**src/rtl/pc_sequencer_pkg.sv**
```systemverilog
// Shared PC-unit constants and next-PC source encoding, so the control unit and
// memory map agree on the vectors, increment and alignment.
package pc_sequencer_pkg;

    localparam int unsigned          DEF_WIDTH        = 32;
    localparam int unsigned          DEF_INC          = 4;
    localparam int unsigned          DEF_ALIGN_BITS   = 2;
    localparam logic [31:0]          DEF_RESET_VECTOR = 32'h0000_0000;
    localparam logic [31:0]          DEF_EXC_VECTOR   = 32'h8000_0180;

    typedef enum logic [2:0] {
        SEL_SEQ,
        SEL_BRANCH,
        SEL_JUMP,
        SEL_JR,
        SEL_FAULT,
        SEL_HOLD,
        SEL_EXC
    } pc_sel_e;

endpackage

```
**src/rtl/pc_next_sel.sv**
```systemverilog
// Next-PC priority mux and target adders; purely combinational, the registers
// live in pc_sequencer.
module pc_next_sel
    import pc_sequencer_pkg::*;
#(
    parameter int unsigned       WIDTH      = DEF_WIDTH,
    parameter int unsigned       INC        = DEF_INC,
    parameter int unsigned       ALIGN_BITS = DEF_ALIGN_BITS,
    parameter logic [WIDTH-1:0]  EXC_VECTOR = WIDTH'(DEF_EXC_VECTOR)
) (
    input  logic [WIDTH-1:0]              pc,
    input  logic                          enable,
    input  logic                          branch_taken,
    input  logic [WIDTH-1:0]              branch_offset,
    input  logic                          jump,
    input  logic [WIDTH-4-ALIGN_BITS-1:0] jump_index,
    input  logic                          jr,
    input  logic [WIDTH-1:0]              jr_target,
    input  logic                          exception,
    output logic [WIDTH-1:0]              pc_next_seq,
    output logic [WIDTH-1:0]              pc_d,
    output logic                          hold,
    output logic                          epc_load,
    output logic                          mis_d
);

    pc_sel_e          sel;
    logic [WIDTH-1:0] br_target;
    logic [WIDTH-1:0] j_target;

    // Both sums wrap modulo 2^WIDTH by truncation.
    assign pc_next_seq = pc + WIDTH'(INC);
    assign br_target   = pc_next_seq + (branch_offset << ALIGN_BITS);
    assign j_target    = {pc_next_seq[WIDTH-1 -: 4], jump_index, {ALIGN_BITS{1'b0}}};

    always_comb begin
        sel = SEL_SEQ;
        if (exception)                                 sel = SEL_EXC;
        else if (!enable)                              sel = SEL_HOLD;
        else if (jr && (jr_target[ALIGN_BITS-1:0] != '0)) sel = SEL_FAULT;
        else if (jr)                                   sel = SEL_JR;
        else if (jump)                                 sel = SEL_JUMP;
        else if (branch_taken)                         sel = SEL_BRANCH;
    end

    always_comb begin
        pc_d     = pc_next_seq;
        hold     = 1'b0;
        epc_load = 1'b0;
        mis_d    = 1'b0;
        case (sel)
            SEL_EXC: begin
                pc_d     = EXC_VECTOR;
                epc_load = 1'b1;
            end
            SEL_HOLD: begin
                pc_d = pc;
                hold = 1'b1;
            end
            SEL_FAULT: begin
                pc_d     = EXC_VECTOR;
                epc_load = 1'b1;
                mis_d    = 1'b1;
            end
            SEL_JR:     pc_d = jr_target;
            SEL_JUMP:   pc_d = j_target;
            SEL_BRANCH: pc_d = br_target;
            default:    pc_d = pc_next_seq;
        endcase
    end

endmodule

```
**src/rtl/pc_sequencer.sv**
```systemverilog
// Program-counter unit: owns pc, epc and the misaligned-jr pulse; next-PC
// selection comes from pc_next_sel.
module pc_sequencer
    import pc_sequencer_pkg::*;
#(
    parameter int unsigned       WIDTH        = DEF_WIDTH,
    parameter int unsigned       INC          = DEF_INC,
    parameter int unsigned       ALIGN_BITS   = DEF_ALIGN_BITS,
    parameter logic [WIDTH-1:0]  RESET_VECTOR = WIDTH'(DEF_RESET_VECTOR),
    parameter logic [WIDTH-1:0]  EXC_VECTOR   = WIDTH'(DEF_EXC_VECTOR)
) (
    input  logic                          clock,
    input  logic                          reset,
    input  logic                          enable,
    input  logic                          branch_taken,
    input  logic [WIDTH-1:0]              branch_offset,
    input  logic                          jump,
    input  logic [WIDTH-4-ALIGN_BITS-1:0] jump_index,
    input  logic                          jr,
    input  logic [WIDTH-1:0]              jr_target,
    input  logic                          exception,
    output logic [WIDTH-1:0]              pc,
    output logic [WIDTH-1:0]              pc_next_seq,
    output logic [WIDTH-1:0]              epc,
    output logic                          misaligned
);

    logic [WIDTH-1:0] pc_d;
    logic             hold;
    logic             epc_load;
    logic             mis_d;

    pc_next_sel #(
        .WIDTH      (WIDTH),
        .INC        (INC),
        .ALIGN_BITS (ALIGN_BITS),
        .EXC_VECTOR (EXC_VECTOR)
    ) u_next_sel (
        .pc            (pc),
        .enable        (enable),
        .branch_taken  (branch_taken),
        .branch_offset (branch_offset),
        .jump          (jump),
        .jump_index    (jump_index),
        .jr            (jr),
        .jr_target     (jr_target),
        .exception     (exception),
        .pc_next_seq   (pc_next_seq),
        .pc_d          (pc_d),
        .hold          (hold),
        .epc_load      (epc_load),
        .mis_d         (mis_d)
    );

    always_ff @(posedge clock or negedge reset) begin
        if (!reset) begin
            pc         <= RESET_VECTOR;
            epc        <= '0;
            misaligned <= 1'b0;
        end else begin
            misaligned <= mis_d;
            if (!hold)    pc  <= pc_d;
            if (epc_load) epc <= pc;
        end
    end

endmodule

```
**config.mk**
```make
export PLATFORM = sky130hd
export DESIGN_NAME = pc_sequencer
export DESIGN_NICKNAME = d
export VERILOG_FILES = /design/src/rtl/pc_sequencer_pkg.sv /design/src/rtl/pc_next_sel.sv /design/src/rtl/pc_sequencer.sv
export SDC_FILE = /design/constraint.sdc
export NUM_CORES = 1
export LEC_CHECK = 0
export CELL_PAD_IN_SITES_DETAIL_PLACEMENT = 0
export CELL_PAD_IN_SITES_GLOBAL_PLACEMENT = 2
export CORE_MARGIN = 2
export CORE_UTILIZATION = 28
export DETAILED_ROUTE_END_ITERATION = 7
export GPL_TIMING_DRIVEN = 0
export PLACE_DENSITY_LB_ADDON = 0.1
export SYNTH_ARGS = -nofsm -noshare
export SYNTH_HDL_FRONTEND = slang
export SYNTH_HIERARCHICAL = 1
export SYNTH_SLANG_ARGS = --single-unit
```
**constraint.sdc**
```tcl
create_clock -name clock -period 4.3 [get_ports clock]
set_input_delay 0.86 -clock clock [delete_from_list [all_inputs] [get_ports clock]]
set_output_delay 0.86 -clock clock [all_outputs]
set_load 0.03 [all_outputs]
```
==> impl_metrics.json <==
{
  "clockRootBuffer": "clkbuf_16",
  "drtAntennaViolNets": 0,
  "tightest_slew_ps": 824.9,
  "yosys.area.top_type": "dfrtp_1",
  "routed_wl_um": 25220,
  "yosys_warnings": 6,
  "slew_headroom_pct": 44.58,
  "initial_core_util_pct": 28.34,
  "portBuffers": 190,
  "drive_gt1_share_pct": 17.85,
  "synth_cell_type_count": 65,
  "synth_fp_nets": 792,
  "routabilityCongestion": 0.8078,
  "startpoint_type": "register",
  "max_freq_ghz": 0.2387,
  "grt_pass1_vias": 6046,
  "synth_xor_area_share_pct": 8.105,
  "final_nets": 1012,
  "critPathKind": "reg -> reg",
  "multiInputGateArea_mm2": 0.004307,
  "maxCapViolations": 0,
  "cts.sinks": 65,
  "synthArstFlopShare_pct": 100.0,
  "synth_area_per_cell_um2": 9.285,
  "power.leakage_nw": 3.879,
  "drtIter0Drc": 419,
  "hp-class": "in -> async",
  "clkLatencyLatePin_ps": 350,
  "die_area_mm2": 0.02309,
  "gr-usage-met1_pct": 30.01,
  "fin_skew_ps": 7.058,
  "area_growth_syn_to_layout_pct": 46.26,
  "diodes": 0,
  "grt_pass1_wl_um": 37570,
  "top_usage_layer": "met2",
  "status": "finished clean",
  "h-tree-depth": 3,
  "synth_top_family_by_area": "compound AO/OA/AOI/OAI gates",
  "ys_seq_area_share_pct": 26.54,
  "fill_cells": 2170,
  "viasPerCell": 5.174,
  "grt_util_met2_pct": 33.89,
  "setup_viol": 0,
  "netlist_area_mm2": 0.006128,
  "fin_crit_ps": 4189,
  "reg2reg_from": "pc[6]",
  "via_count": 6028,
  "hold_viol": 0,
  "grt_max_degree": 61,
  "core_mm2": 0.02162,
  "ff2ff_setup_slack_ps": 110,
  "ir_worst_vdd_mv": 0.1425,
  "end_kind": "register",
  "r2r_cells": 16,
  "ios": 194,
  "synthTopCellsByArea": "dfrtp_1, mux2_4, ha_1",
  "cts_tree": "yes",
  "placed_cells": 1131,
  "ys_ff_latch": 65,
  "required_ps": 4530,
  "antenna_found_initial": 0,
  "cts_buffers": 9,
  "regArea_mm2": 0.001642,
  "num_rows": 54,
  "cts_buffer_depth": 2,
  "syn_inst": 660,
  "dp_hpwl_um": 18920,
  "drv_slew": 0,
  "wl_per_cell_um": 21.65,
  "cp_max_fo": 7,
  "clkTransAtPathRegs_ps": 60,
  "die_w_um": 151.9,
  "fin_tns_setup_ps": 0,
  "r2r_end": "pc[31]",
  "yosys.area_share.adder_pct": 7.268,
  "drt_pass1_iterations": 5,
  "grt_usage_pct": 21.27,
  "layout.cells.non_filler": 1165,
  "power.density_mw_per_mm2": 301.4,
  "grt_overflow": 0,
  "synth_mux_area_share_pct": 18.93,
  "synth_compound_area_share_pct": 21.03,
  "gr-usage-met3_pct": 2.738,
  "synth-main-ff-cell": "dfrtp_1",
  "synth-simple-area-share_pct": 13.05,
  "synth_top_area_share_pct": 26.54,
  "crit_arrival_ps": 4420,
  "drc_errors": 0,
  "die_y_um": 151.9,
  "min_period_over_period_pct": 97.42,
  "synth-edff-count": 0,
  "ctsHoldBuffers": 0
}
-- synth_stat cells (all sizes together) (2+ instances only) --
master	n
o21a	3
mux2i	18
inv	14
and4	2
a32o	2
buf	16
o211ai	8
and2	6
a21o	13
and3	6
a211oi	6
a21oi	63
nor3b	3
nor3	9
or3	3
a21boi	2
a221oi	6
ha	34
nand2b	5
nand3	21
o221ai	3
a31o	3
a41oi	2
o22a	6
xor2	20
a31oi	9
o21ai	52
o31a	2
nor2b	2
nand2	59
o21bai	8
o31ai	2
mux2	67
o22ai	4
clkbuf	18
dfrtp	65
nor2	44
xnor2	35
nand4	8
-- logic make-up (layout without fill, tap and decap cells) --
kind of cell	after synthesis	in the layout
AO/OA/AOI/OAI	202	202
AND/OR/NAND/NOR	169	169
multiplexers	85	85
flip-flops	65	65
XOR/XNOR	55	55
buffers and inverters	49	274
adder cells (fa/ha/maj)	35	35
-- through the flow --
step	power (mW)	setup slack, ps	utilization [%]	hold WS [ps]	area (um^2)
after floorplan	1.448	40.99	-	564.4	6158
after global placement	1.925	-562.4	38.90	493.1	8411
after detailed placement	1.930	-561.8	39.02	492.0	8436
after CTS	2.693	4.373	40.61	331.5	8780
after global routing	2.834	-104.2	41.46	340.3	8964
final	2.702	110.7	41.46	338.6	8964
-- power breakdown --
part           total, mW  switching, mW  internal [mW]  leakage [nW]
clock network      0.743          0.297          0.446         0.146
registers          0.757         0.0832          0.673         0.843
logic               1.20          0.656          0.546          2.89
-- state kept, by name, summed over array words and instances, names as in the netlist --
register / flops
epc: 32
misaligned: 1
pc: 32
-- what timing repair did --
| item | in CTS | in global routing |
|---|---|---|
| gates resized for setup | 19 | 11 |
| setup buffers | 1 | 18 |
| endpoints found under the setup margin | 13 | 6 |
| pin swaps | 1 | 1 |
-- layout make-up --
| type | count | area share, % |
|---|---|---|
| Buffer | 33 | 2.806 |
| Timing Repair Buffer | 210 | 23.09 |
| Multi-Input combinational cell | 546 | 48.05 |
| Clock inverter | 6 | 0.6561 |
| Inverter | 15 | 0.6281 |
| Clock buffer | 10 | 2.554 |
| Tap cell | 280 | 3.908 |
| Sequential cell | 65 | 18.31 |
-- worst max path at each step --
stage                      from     end  slack, ps  cells past startpoint
after global placement    pc[2]  pc[31]       -560                     17
after floorplan           pc[2]  pc[31]         40                     17
after CTS                 pc[2]  pc[31]          4                     16
after global routing      pc[6]  pc[31]       -100                     16
final                     pc[6]  pc[31]        110                     16
after detailed placement  pc[2]  pc[31]       -560                     17
-- cells in the final DEF, fill, tap and decap left out, types with 7 or more instances in the layout --
cell type,Yosys,layout
o21ai_1,23,24
o21ai_0,29,28
dfrtp_1,65,53
nand4_1,7,7
xor2_1,20,19
inv_1,12,12
nor3_1,7,7
clkbuf_1,18,18
ha_1,34,32
nand3_1,21,18
dfrtp_2,0,12
o211ai_1,8,8
o21bai_1,8,8
buf_4,2,22
clkbuf_16,0,9
nand2_1,59,59
clkdlybuf4s50_1,0,189
a21oi_1,63,61
nor2_1,44,41
mux2i_1,18,18
a21o_1,13,13
a31oi_1,8,7
xnor2_1,33,30
mux2_4,60,60
-- worst max-delay path: stages, from the launching register on --
cell	delay (ps)
dfrtp_2	430
and4_4	300
nand4_4	190
or3_4	420
nor2_2	120
nand4_1	160
xnor2_2	360
ha_4	270
clkinv_1	80
o21bai_1	90
a21o_1	230
a2111oi_1	430
o21ai_1	160
a31oi_2	280
xnor2_1	160
o22ai_1	90
mux2_2	290
-- layer usage --
| metal | part of all wire [%] | vias to the layer above | wire [um] |
|---|---|---|---|
| met4 | 1.5 | 0 | 387 |
| met5 | 0 | - | 0 |
| met3 | 4.7 | 23 | 1179 |
| met1 | 47 | 2933 | 11960 |
| met2 | 46 | 205 | 11690 |
| li1 | - | 2867 | - |
Note: power is estimated with default switching activity, not from simulation.
